==> config.mk <==
export PLATFORM = sky130hd
export DESIGN_NAME = if_spike_aer_tx
export DESIGN_NICKNAME = d
export VERILOG_FILES = /design/src/rtl/if_spike_aer_tx.sv
export SDC_FILE = /design/constraint.sdc
export NUM_CORES = 1
export LEC_CHECK = 0
export BUFFER_PORTS_ARGS = -buffer_cell sky130_fd_sc_hd__buf_2
export CAP_MARGIN = 20
export CORE_MARGIN = 2
export CORE_UTILIZATION = 30
export DETAILED_ROUTE_END_ITERATION = 10
export GPL_ROUTABILITY_DRIVEN = 0
export PLACE_DENSITY_LB_ADDON = 0.2
export SYNTH_ARGS = -nofsm -noshare
export SYNTH_HDL_FRONTEND = slang
export SYNTH_SLANG_ARGS = --single-unit
==> constraint.sdc <==
create_clock -name clk -period 2.8 [get_ports clk]
set_input_delay 0.42 -clock clk [delete_from_list [all_inputs] [get_ports clk]]
set_output_delay 0.42 -clock clk [all_outputs]
set_load 0.01 [all_outputs]
==> src/rtl/if_spike_aer_tx.sv <==
// Serialises the IF layer's parallel spike vector into an AER address stream with a per-neuron refractory window.
// Optional AER_TIMESTAMP_EN adds a free-running cycle stamp carried with each event on aer_ts.
module if_spike_aer_tx #(
   parameter int NUM_OUTPUTS = 4,
   parameter int ADDR_W      = 2,
   parameter int REFRAC      = 5
`ifdef AER_TIMESTAMP_EN
   ,
   parameter int TS_W        = 16
`endif
) (
   input  logic                   clk,
   input  logic                   rst,
   input  logic [NUM_OUTPUTS-1:0] spike_in,
   output logic [ADDR_W-1:0]      aer_addr,
   output logic                   aer_valid,
   input  logic                   aer_ready,
   output logic                   overflow,
   output logic                   busy
`ifdef AER_TIMESTAMP_EN
   ,
   output logic [TS_W-1:0]        aer_ts
`endif
);

   localparam int CNT_W = (REFRAC > 0) ? $clog2(REFRAC + 1) : 1;
   localparam logic [CNT_W-1:0] REFRAC_V = CNT_W'(REFRAC);

   typedef enum logic {IDLE, SEND} state_e;

   state_e                 state_q, state_d;
   logic [NUM_OUTPUTS-1:0] pending_q, pending_d;
   logic [CNT_W-1:0]       cnt_q [NUM_OUTPUTS];
   logic [CNT_W-1:0]       cnt_d [NUM_OUTPUTS];
   logic [ADDR_W-1:0]      addr_q, addr_d;
   logic                   valid_q, valid_d;
   logic                   overflow_q, overflow_d;

   logic [NUM_OUTPUTS-1:0] accept, clr, drop, remain;
   logic                   handshake;
   logic                   load_event;

   function automatic logic [ADDR_W-1:0] lowest(input logic [NUM_OUTPUTS-1:0] v);
      lowest = '0;
      for (int i = NUM_OUTPUTS - 1; i >= 0; i--) begin
         if (v[i]) lowest = ADDR_W'(i);
      end
   endfunction

   // Refractory counters and pending set/clear; an accepted spike wins over a same-edge clear.
   always_comb begin
      // NOTE: every always_comb output gets a default first so no path can infer a latch.
      accept    = '0;
      clr       = '0;
      cnt_d     = cnt_q;
      handshake = valid_q && aer_ready;
      for (int i = 0; i < NUM_OUTPUTS; i++) begin
         accept[i] = spike_in[i] && (cnt_q[i] == '0);
         clr[i]    = handshake && (addr_q == ADDR_W'(i));
         if (accept[i])             cnt_d[i] = REFRAC_V;
         else if (cnt_q[i] != '0)   cnt_d[i] = cnt_q[i] - 1'b1;
      end
      drop       = accept & pending_q & ~clr;
      remain     = pending_q & ~clr;
      pending_d  = remain | accept;
      overflow_d = overflow_q | (|drop);
   end

   always_comb begin
      state_d    = state_q;
      valid_d    = valid_q;
      addr_d     = addr_q;
      load_event = 1'b0;
      unique case (state_q)
         IDLE: begin
            if (|pending_q) begin
               addr_d     = lowest(pending_q);
               valid_d    = 1'b1;
               load_event = 1'b1;
               state_d    = SEND;
            end
         end
         SEND: begin
            if (handshake) begin
               if (|remain) begin
                  addr_d     = lowest(remain);
                  load_event = 1'b1;
               end else begin
                  valid_d = 1'b0;
                  state_d = IDLE;
               end
            end
         end
         default: state_d = IDLE;
      endcase
   end

   // NOTE: sequential state uses non-blocking assignments so every register samples pre-edge values.
   always_ff @(posedge clk or posedge rst) begin
      if (rst) begin
         state_q    <= IDLE;
         pending_q  <= '0;
         addr_q     <= '0;
         valid_q    <= 1'b0;
         overflow_q <= 1'b0;
         for (int i = 0; i < NUM_OUTPUTS; i++) cnt_q[i] <= '0;
      end else begin
         state_q    <= state_d;
         pending_q  <= pending_d;
         addr_q     <= addr_d;
         valid_q    <= valid_d;
         overflow_q <= overflow_d;
         for (int i = 0; i < NUM_OUTPUTS; i++) cnt_q[i] <= cnt_d[i];
      end
   end

   assign aer_addr  = addr_q;
   assign aer_valid = valid_q;
   assign overflow  = overflow_q;
   assign busy      = (|pending_q) | valid_q;

`ifdef AER_TIMESTAMP_EN
   logic [TS_W-1:0] ts_q;
   logic [TS_W-1:0] aer_ts_q;
   logic [TS_W-1:0] stamp_q [NUM_OUTPUTS];

   always_ff @(posedge clk or posedge rst) begin
      if (rst) begin
         ts_q     <= '0;
         aer_ts_q <= '0;
      end else begin
         ts_q <= ts_q + 1'b1;
         if (load_event) aer_ts_q <= stamp_q[addr_d];
      end
   end

   // NOTE: stamp storage has no reset; a slot is only read while its pending bit is set, which implies a write.
   always_ff @(posedge clk) begin
      for (int i = 0; i < NUM_OUTPUTS; i++) begin
         if (accept[i] && !drop[i]) stamp_q[i] <= ts_q;
      end
   end

   assign aer_ts = aer_ts_q;
`endif

endmodule

==> impl_metrics.py <==
metrics = {
    "status": {
        "outcome": "complete, no violations",
    },
    "setup_path": {
        "crit_path_max_fanout": 8,
        "register_to_register_setup_slack_ns": 1.32,
        "path_delay_family": "simple AND/OR/NAND/NOR gates",
        "worst_r2r_path_depth": 6,
        "worst-setup-path-type": "reg2out",
        "path_buf_inv": 1,
        "crit_path_launch_type": "flip-flop",
        "worst_endpoint_required_time_ns": 2.38,
        "crit_arrival_ns": 1.51,
        "r2r_start": "cnt_q[0]",
        "cell_with_the_largest_stage_delay_on_the_worst_path": "sky130_fd_sc_hd__nor4_1",
        "crit_chain": "nor4_1, nand2b_1, buf_2",
        "rr_endpoint": "overflow",
        "crit_path_end_kind": "output pin",
        "cp_slowest_stage_delay_ns": 0.52,
        "timing.critical_path.depth": 3,
    },
    "floorplanning": {
        "fp-row-count": 22,
        "die_height_um": 67.1,
        "design.die.area_um2": 4510,
        "io-pin-count": 12,
        "floorplan.core_area_um2": 3740,
        "initial_utilization_pct": 32.0,
        "chipWidth_um": 67.1,
    },
    "global_routing": {
        "globalRouteTotalUtil_pct": 11.7,
        "grt_pass1_vias": 911,
        "grt_antenna_before_repair": 0,
        "grt_first_pass_wirelength_um": 3980,
        "grt_start_max_net_pins": 22,
        "global_route.overflow_total": 0,
    },
    "timing": {
        "fin_worst_skew_ns": 0.000767,
        "grt_setup_unrepaired": "false",
        "timing.final.max_slew_violations": 0,
        "timing.final.hold_violations": 0,
        "tightest_slew_ns": 0.810,
        "finalCritPeriodShare_pct": 68.8,
        "setup_viol": 0,
        "post-route-min-period_ns": 1.93,
        "fin_ws_ns": 0.875,
        "max-slew-margin-rel_pct": 45.9,
        "fin_setup_tns_ns": 0,
        "fmax_ghz": 0.519,
    },
    "power": {
        "netSwitchingFraction_pct": 41.5,
        "combPwrFrac_pct": 44.3,
        "internal-power_mw": 0.867,
        "seq_power_share_pct": 41.9,
        "vdd.ir_drop.worst_v": 0.000328,
        "power.density_nw_per_um2": 1100,
        "p_leak_nw": 0.597,
        "net-switching-power_mw": 0.616,
        "share_clk_of_total_power_pct": 13.8,
    },
    "clocking": {
        "clock_sink_count": 21,
        "cts.root.buffer_cell": "sky130_fd_sc_hd__clkbuf_8",
        "cts_tree": "done",
        "max-clock-path-buffers": 2,
        "path_clk_slew_ns": 0.08,
        "cts_inserted_buffers": 3,
        "cts_resized": 0,
        "ctsHtreeMaxLevel": 1,
        "post_cts_setup_buffer_count": 0,
        "clk-insertion-delay-late_ns": 0.26,
        "postCtsHoldBufs": 0,
    },
    "synthesis": {
        "synth_edf_count": 0,
        "netlist-cell-type-count": 33,
        "synthTopCellsByArea": "sky130_fd_sc_hd__dfrtp_1, sky130_fd_sc_hd__ha_1, sky130_fd_sc_hd__nor2_1",
        "synth_flop_cell": "sky130_fd_sc_hd__dfrtp_1",
        "synth_sequential_area_ratio_pct": 43.9,
        "mappedNetlistArea_um2": 1200,
        "synth_area_per_cell_um2": 9.42,
        "synth.top_cell.area_share_pct": 43.9,
        "synth.largest_area_cell": "sky130_fd_sc_hd__dfrtp_1",
        "ys_seq_elements": 21,
        "synthesis.nets": 142,
        "synth.yosys.warnings": 0,
        "synthesis.instances": 127,
        "async_reset_ff_share_pct": 100,
    },
    "routing": {
        "drc": 0,
        "finalWirelength_um": 2270,
        "drt-initial-drc-count": 68,
        "post_drt_wl_per_cell_um": 12.1,
        "vias": 939,
        "route.antenna.remaining_nets": 0,
        "drt_pre_antenna_iters": 4,
        "route.detailed.vias_per_inst": 4.99,
    },
    "hold_path": {
        "hp-class": "in2async",
    },
    "place": {
        "detailedPlacementHpwl_um": 1680,
        "port-buffer-count": 11,
        "pre_cts_ws_ns": 1.17,
    },
    "layout": {
        "final_cell_mix": "sky130_fd_sc_hd__dfrtp_1, sky130_fd_sc_hd__nor2_1, sky130_fd_sc_hd__inv_1, sky130_fd_sc_hd__buf_2",
        "areaGrowthSynthToFinish_pct": 12.3,
        "finish.net_count": 156,
        "ff_latch_area_um2": 526,
        "insertedDiodeCount": 0,
        "n_fill_cell": 400,
        "most_frequent_standard_cell_in_the_layout_excluding_fill_and_tap_cells": "sky130_fd_sc_hd__dfrtp_1",
        "layout-drive-gt1-share_pct": 14.3,
        "multi_input_area_um2": 613,
    },
    "job": {
        "maxCapViolations": 0,
    },
}
==> worst max path at each step <==
stage                end          from
global route        busy  pending_q[2]
detailed placement  busy  pending_q[1]
global placement    busy  pending_q[1]
finish              busy  pending_q[1]
CTS                 busy  pending_q[1]
floorplan           busy  pending_q[1]
==> worst reg2reg max path, cell delays in order, from the launching register on <==
cell and delay [ns]:
sky130_fd_sc_hd__dfrtp_1 0.38, sky130_fd_sc_hd__inv_1 0.10, sky130_fd_sc_hd__ha_1 0.19, sky130_fd_sc_hd__nor2b_1 0.37, sky130_fd_sc_hd__a311o_1 0.23, sky130_fd_sc_hd__nand2_1 0.06
sky130_fd_sc_hd__o211ai_1 0.07
==> state kept, by name, summed over array words and instances, names as in the netlist <==
| signal | count |
|---|---|
| cnt_q | 12 |
| pending_q | 4 |
| aer_addr | 2 |
| aer_valid | 1 |
| overflow | 1 |
| state_q | 1 |
==> area by class of cell <==
cell class	instances	area share, %
Clock buffer	3	3.07
Inverter	11	3.07
Tap cell	48	4.47
Clock inverter	1	0.559
Timing Repair Buffer	11	4.10
Sequential cell	21	39.1
Multi-Input combinational cell	93	45.6
==> stage by stage <==
| stage | utilization (%) | total power, mW | area (µm²) | std cells | hold WS, ns |
|---|---|---|---|---|---|
| detailed placement | 34.6 | 1.29 | 1290 | 184 | 0.466 |
| global placement | 34.6 | 1.25 | 1290 | 184 | 0.459 |
| finish | 35.9 | 1.48 | 1340 | 188 | 0.302 |
| CTS | 35.9 | 1.50 | 1340 | 188 | 0.335 |
| floorplan | - | 1.13 | 1200 | 127 | 0.397 |
| global route | 35.9 | 1.64 | 1340 | 188 | 0.368 |
==> cells in the mapped netlist (2+ instances only) <==
library cell / count
sky130_fd_sc_hd__dfrtp_1: 21
sky130_fd_sc_hd__nor2_1: 18
sky130_fd_sc_hd__inv_1: 11
sky130_fd_sc_hd__a21oi_1: 10
sky130_fd_sc_hd__nor2b_1: 10
sky130_fd_sc_hd__nand2_1: 9
sky130_fd_sc_hd__ha_1: 8
sky130_fd_sc_hd__a211oi_1: 6
sky130_fd_sc_hd__o21ai_0: 5
sky130_fd_sc_hd__nand3b_1: 4
sky130_fd_sc_hd__a22o_1: 2
sky130_fd_sc_hd__a31oi_1: 2
==> logic make-up (layout without fill, tap and decap cells) <==
kind of cell               count (synthesis)  in the layout  share of synthesized area (%)
AOI/OAI and AO/OA                         35             35                           20.2
buffers and inverters                     13             26                           4.81
adders and majority gates                  8              8                           8.37
and+or+nand+nor                           48             48                           20.6
DFF                                       21             21                           43.9
muxes                                      2              2                           2.09
==> power by group through the flow <==
stage	clock network [mW]	registers [mW]	logic (mW)
floorplan	0	0.577	0.557
global placement	0	0.614	0.634
detailed placement	0	0.623	0.667
CTS	0.214	0.619	0.669
global route	0.226	0.650	0.763
finish	0.205	0.621	0.658
==> metal layers <==
metal | GRT usage (%) | up-vias | wire length [µm]
met5 | 0 | - | 0
met1 | 14.0 | 448 | 1070
li1 | - | 474 | -
met4 | 2.30 | 0 | 21
met2 | 20.3 | 15 | 1070
met3 | 4.00 | 2 | 105
Note: power is estimated with default switching activity, not from simulation.
